--- src/rtl/ram_arbiter_pkg.sv ---
// Shared definitions for the RAM arbiter: FSM state encoding and default burst limit.
package ram_arbiter_pkg;

  typedef enum logic [1:0] {
    ST_CPU   = 2'd0,
    ST_DRAIN = 2'd1,
    ST_HOST  = 2'd2,
    ST_COOL  = 2'd3
  } arb_state_t;

  localparam int DEFAULT_MAXBURST = 16;

endpackage

--- src/rtl/ram_arbiter_burst_counter.sv ---
// Counts host accepts within one grant; at_limit flags the accept that reaches MAXBURST.
module burst_counter
  import ram_arbiter_pkg::*;
#(
  parameter int MAXBURST = DEFAULT_MAXBURST,
  localparam int CW = $clog2(MAXBURST + 1)
) (
  input  logic          clk,
  input  logic          clr,
  input  logic          clear,
  input  logic          inc,
  output logic [CW-1:0] count,
  output logic          at_limit
);

  localparam logic [CW-1:0] LAST = CW'(MAXBURST - 1);

  // Exact-equality compare: the FSM leaves HOST on this accept, so the count never wraps.
  assign at_limit = inc && (count == LAST);

  always_ff @(posedge clk or negedge clr) begin
    if (!clr) begin
      count <= '0;
    end else if (clear) begin
      count <= '0;
    end else if (inc) begin
      count <= count + 1'b1;
    end
  end

endmodule

--- src/rtl/ram_arbiter.sv ---
// Arbitrates the shared program/data RAM between the CPU datapath and a host loader,
// stalling the CPU only at instruction boundaries and bounding each host burst.
module ram_arbiter
  import ram_arbiter_pkg::*;
#(
  parameter int AW       = 4,
  parameter int DW       = 8,
  parameter int MAXBURST = DEFAULT_MAXBURST
) (
  input  logic          clk,
  input  logic          clr,
  input  logic          cpu_ramoa,
  input  logic          cpu_ramwa,
  input  logic [AW-1:0] cpu_addr,
  input  logic [DW-1:0] cpu_wdata,
  output logic [DW-1:0] cpu_rdata,
  input  logic          cpu_boundary,
  output logic          cpu_hold,
  input  logic          host_req,
  output logic          host_gnt,
  input  logic          host_valid,
  input  logic          host_we,
  input  logic [AW-1:0] host_addr,
  input  logic [DW-1:0] host_wdata,
  output logic          host_ready,
  output logic [DW-1:0] host_rdata,
  output logic          host_rvalid,
  output logic [AW-1:0] ram_addr,
  output logic [DW-1:0] ram_wdata,
  output logic          ram_we,
  output logic          ram_oe,
  input  logic [DW-1:0] ram_rdata,
  output logic          err,
  output arb_state_t    dbg_state
);

  localparam int CW = $clog2(MAXBURST + 1);

  arb_state_t    state;
  logic          in_host;
  logic          accept;
  logic          at_limit;
  logic [CW-1:0] burst_count;

  assign in_host   = (state == ST_HOST);
  assign accept    = in_host && host_valid && host_ready;
  assign dbg_state = state;

  // Counter is held clear outside HOST so every grant starts from zero.
  burst_counter #(.MAXBURST(MAXBURST)) u_burst (
    .clk      (clk),
    .clr      (clr),
    .clear    (!in_host),
    .inc      (accept),
    .count    (burst_count),
    .at_limit (at_limit)
  );

  // Handshake: a host transfer is accepted on any edge where host_valid && host_ready;
  // host_ready is high for the whole HOST state, so accepts may issue every cycle.
  always_ff @(posedge clk or negedge clr) begin
    if (!clr) begin
      state       <= ST_CPU;
      cpu_hold    <= 1'b0;
      host_gnt    <= 1'b0;
      host_ready  <= 1'b0;
      host_rdata  <= '0;
      host_rvalid <= 1'b0;
      err         <= 1'b0;
    end else begin
      host_rvalid <= accept && !host_we;
      if (accept && !host_we) host_rdata <= ram_rdata;
      if (in_host && (cpu_ramoa || cpu_ramwa)) err <= 1'b1;

      unique case (state)
        ST_CPU: begin
          if (host_req) begin
            state    <= ST_DRAIN;
            cpu_hold <= 1'b1;
          end
        end
        ST_DRAIN: begin
          if (!host_req) begin
            state    <= ST_CPU;
            cpu_hold <= 1'b0;
          end else if (cpu_boundary) begin
            state      <= ST_HOST;
            host_gnt   <= 1'b1;
            host_ready <= 1'b1;
          end
        end
        ST_HOST: begin
          if (!host_req || at_limit) begin
            state      <= host_req ? ST_COOL : ST_CPU;
            cpu_hold   <= 1'b0;
            host_gnt   <= 1'b0;
            host_ready <= 1'b0;
          end
        end
        ST_COOL: begin
          // Boundary low means the CPU has moved past step 0 and made progress.
          if (!cpu_boundary) state <= ST_CPU;
        end
        default: state <= ST_CPU;
      endcase
    end
  end

  always_comb begin
    ram_addr  = cpu_addr;
    ram_wdata = cpu_wdata;
    ram_we    = clr && cpu_ramwa;
    ram_oe    = cpu_ramoa;
    cpu_rdata = ram_rdata;
    if (in_host) begin
      ram_addr  = host_addr;
      ram_wdata = host_wdata;
      ram_we    = clr && host_valid && host_we;
      ram_oe    = host_valid && !host_we;
      cpu_rdata = '0;
    end
  end

endmodule

--- config.mk ---
export PLATFORM = sky130hd
export DESIGN_NAME = ram_arbiter
export DESIGN_NICKNAME = d
export VERILOG_FILES = /design/src/rtl/ram_arbiter_pkg.sv /design/src/rtl/ram_arbiter_burst_counter.sv /design/src/rtl/ram_arbiter.sv
export SDC_FILE = /design/constraint.sdc
export NUM_CORES = 1
export LEC_CHECK = 0
export CORE_MARGIN = 10
export CORE_UTILIZATION = 39
export CTS_CLUSTER_DIAMETER = 200
export DETAILED_ROUTE_END_ITERATION = 12
export PLACE_DENSITY_LB_ADDON = 0.12
export SETUP_SLACK_MARGIN = 0.1
export SLEW_MARGIN = 20
export SYNTH_ARGS = -nofsm -noshare
export SYNTH_HDL_FRONTEND = slang
export SYNTH_SLANG_ARGS = --single-unit
--- constraint.sdc ---
create_clock -name clk -period 2.65 [get_ports clk]
set_input_delay 0.265 -clock clk [delete_from_list [all_inputs] [get_ports clk]]
set_output_delay 0.265 -clock clk [all_outputs]
set_load 0.02 [all_outputs]
==> qor.yml, run 1 <==
status: "complete, no violations"
root_buffer: "clkbuf_4"
antenna_found_initial: 0
cp.arrival_ps: 2050
cts_tree: "yes"
crit_fanout: 6
clk_latency_ps: 300
critPathLaunchType: "flip-flop"
h-tree-depth: 1
slew_violations: 0
relSlewSlack_pct: 75.8
power_mw: 1.67
cts_buffers: 3
die_h_microns: 75.6
io_pins: 77
crit_required_ps: 2380
powerDensity_mw_per_mm2: 820
antennaDiodeCount: 0
viasPerCell: 4.97
worstMarginPinSlew_ps: 362
max_freq_mhz: 432
ir_drop_mv: 0.512
synthAdderAreaFrac_pct: 7.25
max_cap_viol_count: 0
synth.net_count: 153
place_congestion: 0.782
ys_types: 33
routed_wl_microns: 3690
fin_area_sq_mm: 0.00203
ys_seq_area_share_pct: 39.4
syn-mean-instance-area_sq_um: 11.4
grt_pass1_wl_microns: 5320
grt_pass1_vias: 1053
finalSetupViolCount: 0
hold_viol_final: 0
dieArea_sq_mm: 0.00572
ant_nets: 0
syn_to_final_growth_pct: 68.4
placed_area_sq_mm: 0.00198
grt.overflow.total: 0
netlist_area_sq_mm: 0.00121
fin_worst_skew_ps: 12.6
row_count: 20
grt_setup_unrepaired: "false"
nets: 230
postCtsSetupRepairBufs: 0
ys_warn_count: 0
reg2regPathDepth: 7
initial_utilization_pct: 40.2
critPathKind: "reg -> out"
synth_top_family_by_area: "multiplexers"
coreArea_sq_mm: 0.00300
remaining_drc_errors: 0
synth_simple_gate_area_share_pct: 13.2
min_path_type: "in -> async"
vias: 1069
wl_per_cell_microns: 17.1
cts.sinks: 19
drive_above_1_share_pct: 18.1
synth_compound_area_share_pct: 9.02
period_share_pct: 87.4
p_leak_nw: 0.976
synth_seq_cells: 19
synth_xor_area_share_pct: 2.18
critPathCaptureType: "output pin"
grt_usage_pct: 11.8
tns_ps: 0
numPortBuffers: 76
fin_util_pct: 67.7
path_clk_slew_ps: 120
first_pass_iters: 4
die_x_microns: 75.6
clockBufferDepth: 2
dr.first_iter.drc_count: 53
grt_start_max_net_pins: 20
hpwl_microns: 3060
syn_inst: 106
period_needed_ps: 2320
synth_mux_area_share_pct: 22.9
-- layer usage --
layer  part of all wire [%]  GRT usage [%]  wire [microns]  up-vias
met2                     46           18.9            1680       49
met5                      0              0               0        -
met3                     14           5.60             503        2
met1                     40           13.9            1490      501
met4                   0.33           3.09              12        0
li1                       -              -               -      517
-- cell families after synthesis --
group / after synthesis
muxes: 25
adders and majority gates: 7
buffers and inverters: 13
AOI/OAI and AO/OA: 12
DFF: 19
xor gates and xnor gates: 3
and+or+nand+nor: 27
-- metrics by stage --
| stage | worst slack [ps] | instances | hold WS, ps |
|---|---|---|---|
| after floorplan | 636 | 106 | -30.6 |
| final | 333 | 215 | 373 |
| after global routing | 141 | 215 | 385 |
| after detailed placement | 440 | 211 | 452 |
| after global placement | 515 | 211 | 455 |
| after CTS | 104 | 215 | 377 |
-- worst max-delay path, stage by stage (launching register included) --
cell             delay (ps)
dfrtp_1                 430
inv_1                   140
ha_2                    240
nand3_1                  70
a21boi_0                230
clkdlybuf4s50_1         650
-- report_power, final --
group | internal (mW) | leakage, nW | total (mW) | switching, mW
sequential | 0.387 | 0.242 | 0.444 | 0.0578
clock | 0.0562 | 0.0177 | 0.146 | 0.0896
combinational | 0.546 | 0.716 | 1.08 | 0.530
total | 0.989 | 0.976 | 1.67 | 0.678
-- synthesized netlist by cell type --
library cell	count	share of area [%]
nand4_1	1	0.52
and3_1	1	0.52
nand2b_1	3	1.6
mux2i_1	4	3.3
buf_2	2	0.83
a22oi_1	1	0.62
dfrtp_1	19	39
buf_4	1	0.62
nor2b_1	10	5.2
ha_1	7	7.3
and2_1	3	1.6
a31oi_4	1	1.8
o31ai_1	1	0.62
nand3_2	1	0.83
nand3_1	1	0.41
nand2_1	5	1.6
o22ai_1	1	0.52
nor2_1	1	0.31
a21oi_1	1	0.41
buf_6	1	0.93
o211a_1	1	0.83
inv_1	6	1.9
o211ai_1	1	0.62
xnor2_1	2	1.5
mux2_2	21	20
a31oi_1	1	0.52
buf_8	1	1.2
a211oi_4	1	1.7
a21boi_0	1	0.62
xor2_1	1	0.73
clkbuf_1	2	0.62
o21ai_0	2	0.83
and2_4	1	0.73
-- placed cells by master, fill, tap and decap left out, drive strengths merged, types with 2 or more instances in the layout --
master         synthesis  layout
buf                    5       3
dfrtp                 19      19
clkbuf                 2       3
xnor2                  2       2
mux2                  21      21
ha                     7       7
dlygate4sd2            0       2
nand2                  5       5
a31oi                  2       2
nand2b                 3       3
clkdlybuf4s50          0      64
and2                   4       4
inv                    6       6
nor2b                 10      10
o21ai                  2       2
mux2i                  4       4
dlymetal6s2s           0      10
nand3                  2       2
-- repair_timing --
item / 4_1_cts / 5_1_grt
setup endpoints to repair: 2 / 11
gates cloned: 0 / 0
resized for setup: 2 / 11
hold buffers: 0 / 0
pin swaps: 0 / 0
-- state kept, by name, summed over array words and instances, names as in the netlist --
register and cells:
cpu_hold 1, dbg_state 2, err 1, host_rdata 8
host_ready 1, host_rvalid 1, u_burst.count 5
-- final timing paths --
path | start | endpoint | slack (ps)
setup / recovery | dbg_state[0]$_DFFE_PN0P_ | ram_we | 330
max in group asynchronous | clr | u_burst.count[3]$_DFFE_PN0P_ | 2070
hold / removal | clr | u_burst.count[0]$_DFFE_PN0P_ | 370
min in group clk | err$_DFFE_PN0P_ | err$_DFFE_PN0P_ | 480
setup reg to reg | dbg_state[0]$_DFFE_PN0P_ | dbg_state[0]$_DFFE_PN0P_ | 840
hold reg to reg | err$_DFFE_PN0P_ | err$_DFFE_PN0P_ | 480
-- final cells by class --
class                   instances  area (sq um)
well taps                      33          41.3
clock inverters                 1          5.00
fillers                       247           970
repair buffers                 79           806
flip-flops and latches         19           475
multi-input cells              74           661
clock buffers                   3          22.5
inverters                       6          22.5
No activity file was read; power rests on OpenSTA's default activity.
==> run 2, diff against run 1 <==
--- a/config.mk
+++ b/config.mk
@@ -5,7 +5,8 @@
 export SDC_FILE = /design/constraint.sdc
 export NUM_CORES = 1
 export LEC_CHECK = 0
-export CORE_MARGIN = 10
+export CAP_MARGIN = 20
+export CORE_MARGIN = 3
 export CORE_UTILIZATION = 39
 export CTS_CLUSTER_DIAMETER = 200
 export DETAILED_ROUTE_END_ITERATION = 12
==> run 2 against run 1 <==
  * Register-to-register slack barely moved
  * Clock skew fell by 2.6 ps
  * Sequential power rose by 0.9%
  * Maximum frequency decreased by 5.3%
  * Critical path type unchanged
  * Highest routed layer unchanged
==> qor.yml, run 2 (synthesis gave the netlist of run 1 again) <==
crit_fanout: 25  # +19
grt_start_max_net_pins: 26  # +30%
fin_worst_skew_ps: 9.99  # -2.65 ps
grt_usage_pct: 16.2  # +4.4 points
period_needed_ps: 2450  # +129 ps
power_mw: 1.68  # +0.85%
met1_usage_pct: 17.7  # +3.8 points
nets: 230  # unchanged
remaining_drc_errors: 0  # unchanged
tns_ps: 0  # unchanged
final_common_cell: "clkdlybuf4s50_1"
p_leak_nw: 0.882  # -9.6%
vias: 1061  # -0.75%
status: "complete, no violations"
slew_violations: 0  # unchanged
numPortBuffers: 76  # unchanged
dieArea_sq_mm: 0.00380  # -34%
critPathKind: "reg -> out"
top_register: "host_rdata"
dr.first_iter.drc_count: 20  # -62%
ant_nets: 0  # unchanged
drive_above_1_share_pct: 17.6  # -0.55 points
max_freq_mhz: 409  # -5.3%
relSlewSlack_pct: 75.1  # -0.72 points
busiest_layer: "met2"
postCtsHoldBufs: 0  # unchanged
reg2regPathDepth: 7  # unchanged
final_cell_mix: "clkdlybuf4s50_1 (76), mux2_2 (21), dfrtp_1 (19)"
slowest_stage: "clkdlybuf4s50_1"
io_pins: 77  # unchanged
timing.rr.start: "dbg_state[0]$_DFFE_PN0P_"
critPathCaptureType: "output pin"
place_congestion: 0.824  # +5.4%
h-tree-depth: 1  # unchanged
antennaDiodeCount: 0  # unchanged
cp.arrival_ps: 2180  # +130 ps
row_count: 19  # -5.0%
syn_to_final_growth_pct: 66.9
critPathLaunchType: "flip-flop"
fillers: 223  # -9.7%
ir_drop_mv: 0.549  # +7.3%
powerDensity_mw_per_mm2: 834  # +1.7%
cts.sinks: 19  # unchanged
grt_pass1_wl_microns: 4600  # -14%
viasPerCell: 4.98  # +0.18%
die_x_microns: 61.6  # -19%
first_pass_iters: 4  # unchanged
initial_utilization_pct: 42.3  # +2.1 points
grt.overflow.total: 0  # unchanged
die_h_microns: 61.6  # -19%
path_clk_slew_ps: 120  # about the same
cts_tree: "yes"
r2r-end: "dbg_state[0]$_DFFE_PN0P_"
routed_wl_microns: 3050  # -17%
hpwl_microns: 2510  # -18%
hold_viol_final: 0  # unchanged
antenna_found_initial: 0  # unchanged
largest_reg_flops: 8  # unchanged
r2r_slack_ps: 850  # about the same
cts_buffers: 3  # unchanged
period_share_pct: 92.3  # +4.9 points
root_buffer: "clkbuf_4"
min_path_type: "in -> async"
max_cap_viol_count: 0  # unchanged
clk_latency_ps: 300  # about the same
finalSetupViolCount: 0  # unchanged
path_buf_inv: 3  # +1
worstMarginPinSlew_ps: 373  # +10.8 ps
grt_setup_unrepaired: "false"
grt_util_met2_pct: 27.5  # +8.6 points
clockBufferDepth: 2  # unchanged
grt_pass1_vias: 1043  # -0.95%
critical_path.cell_chain: "inv_1, ha_1, buf_8, mux2_2, clkdlybuf4s50_1"
cp_top_family: "buffers and inverters"
coreArea_sq_mm: 0.00285  # -5.0%
wl_per_cell_microns: 14.3  # -17%
max_stage_delay_ps: 550  # -100 ps
crit_required_ps: 2380  # about the same
grt_util_met3_pct: 6.92  # +1.3 points
-- run 2: changes by cell type in the layout (fill, tap and decap cells not counted), sizes merged --
cell / previous run / this run
clkinv: 1 / 0
clkinvlp: 0 / 1
dlygate4sd2: 2 / 0
clkdlybuf4s50: 64 / 76
dlymetal6s2s: 10 / 0
-- run 2: metal layers --
layer / part of all wire, % / wire length (microns) / vias up
li1: - / - / 516
met1: 39 / 1190 / 495
met2: 49 / 1500 / 46
met3: 11 / 324 / 4
met4: 0.98 / 30 / 0
met5: 0 / 0 / -
-- run 2: metrics by stage --
step	hold slack, ps	instances	setup WS [ps]	util, %	cell area, sq um
after floorplan	-30.6	106	636	-	1210
after global placement	450	209	509	69.3	1980
after detailed placement	482	209	464	69.3	1980
after CTS	317	213	117	70.4	2010
after global routing	310	213	105	70.7	2020
final	319	213	203	70.7	2020
-- run 2: worst register-to-register path: stages (launching register included) --
cell	delay, ps
dfrtp_1	420
inv_1	110
ha_1	240
buf_4	180
mux2i_1	230
a31oi_4	70
a211oi_4	230
mux2i_1	240
-- run 2: what timing repair did --
action	4_1_cts	5_1_grt
buffers inserted	0	0
endpoints found under the setup margin	0	14
gates resized for setup	0	2
-- run 2: worst max path at each step --
stage                             start  endpoint  slack [ps]  cells after the start
6_report       dbg_state[0]$_DFFE_PN0P_    ram_oe         200                      5
5_1_grt        dbg_state[0]$_DFFE_PN0P_    ram_oe         100                      5
4_1_cts        dbg_state[0]$_DFFE_PN0P_    ram_we         120                      6
3_5_place_dp   dbg_state[0]$_DFFE_PN0P_    ram_we         460                      6
3_3_place_gp   dbg_state[0]$_DFFE_PN0P_    ram_we         510                      6
2_1_floorplan  dbg_state[0]$_DFFE_PN0P_    ram_we         640                      6
-- run 2: area by class of cell --
class	count	area [sq um]	share of cell area (%)
Timing Repair Buffer	79	791	39.2
Tap cell	31	38.8	1.92
Inverter	6	22.5	1.12
Clock buffer	3	22.5	1.12
Sequential cell	19	475	23.6
Multi-Input combinational cell	74	658	32.7
Clock inverter	1	7.51	0.372
-- run 2: power by group --
group,internal [mW],switching [mW]
sequential,0.387,0.0617
combinational,0.562,0.518
clock,0.0575,0.0945
total,1.01,0.674
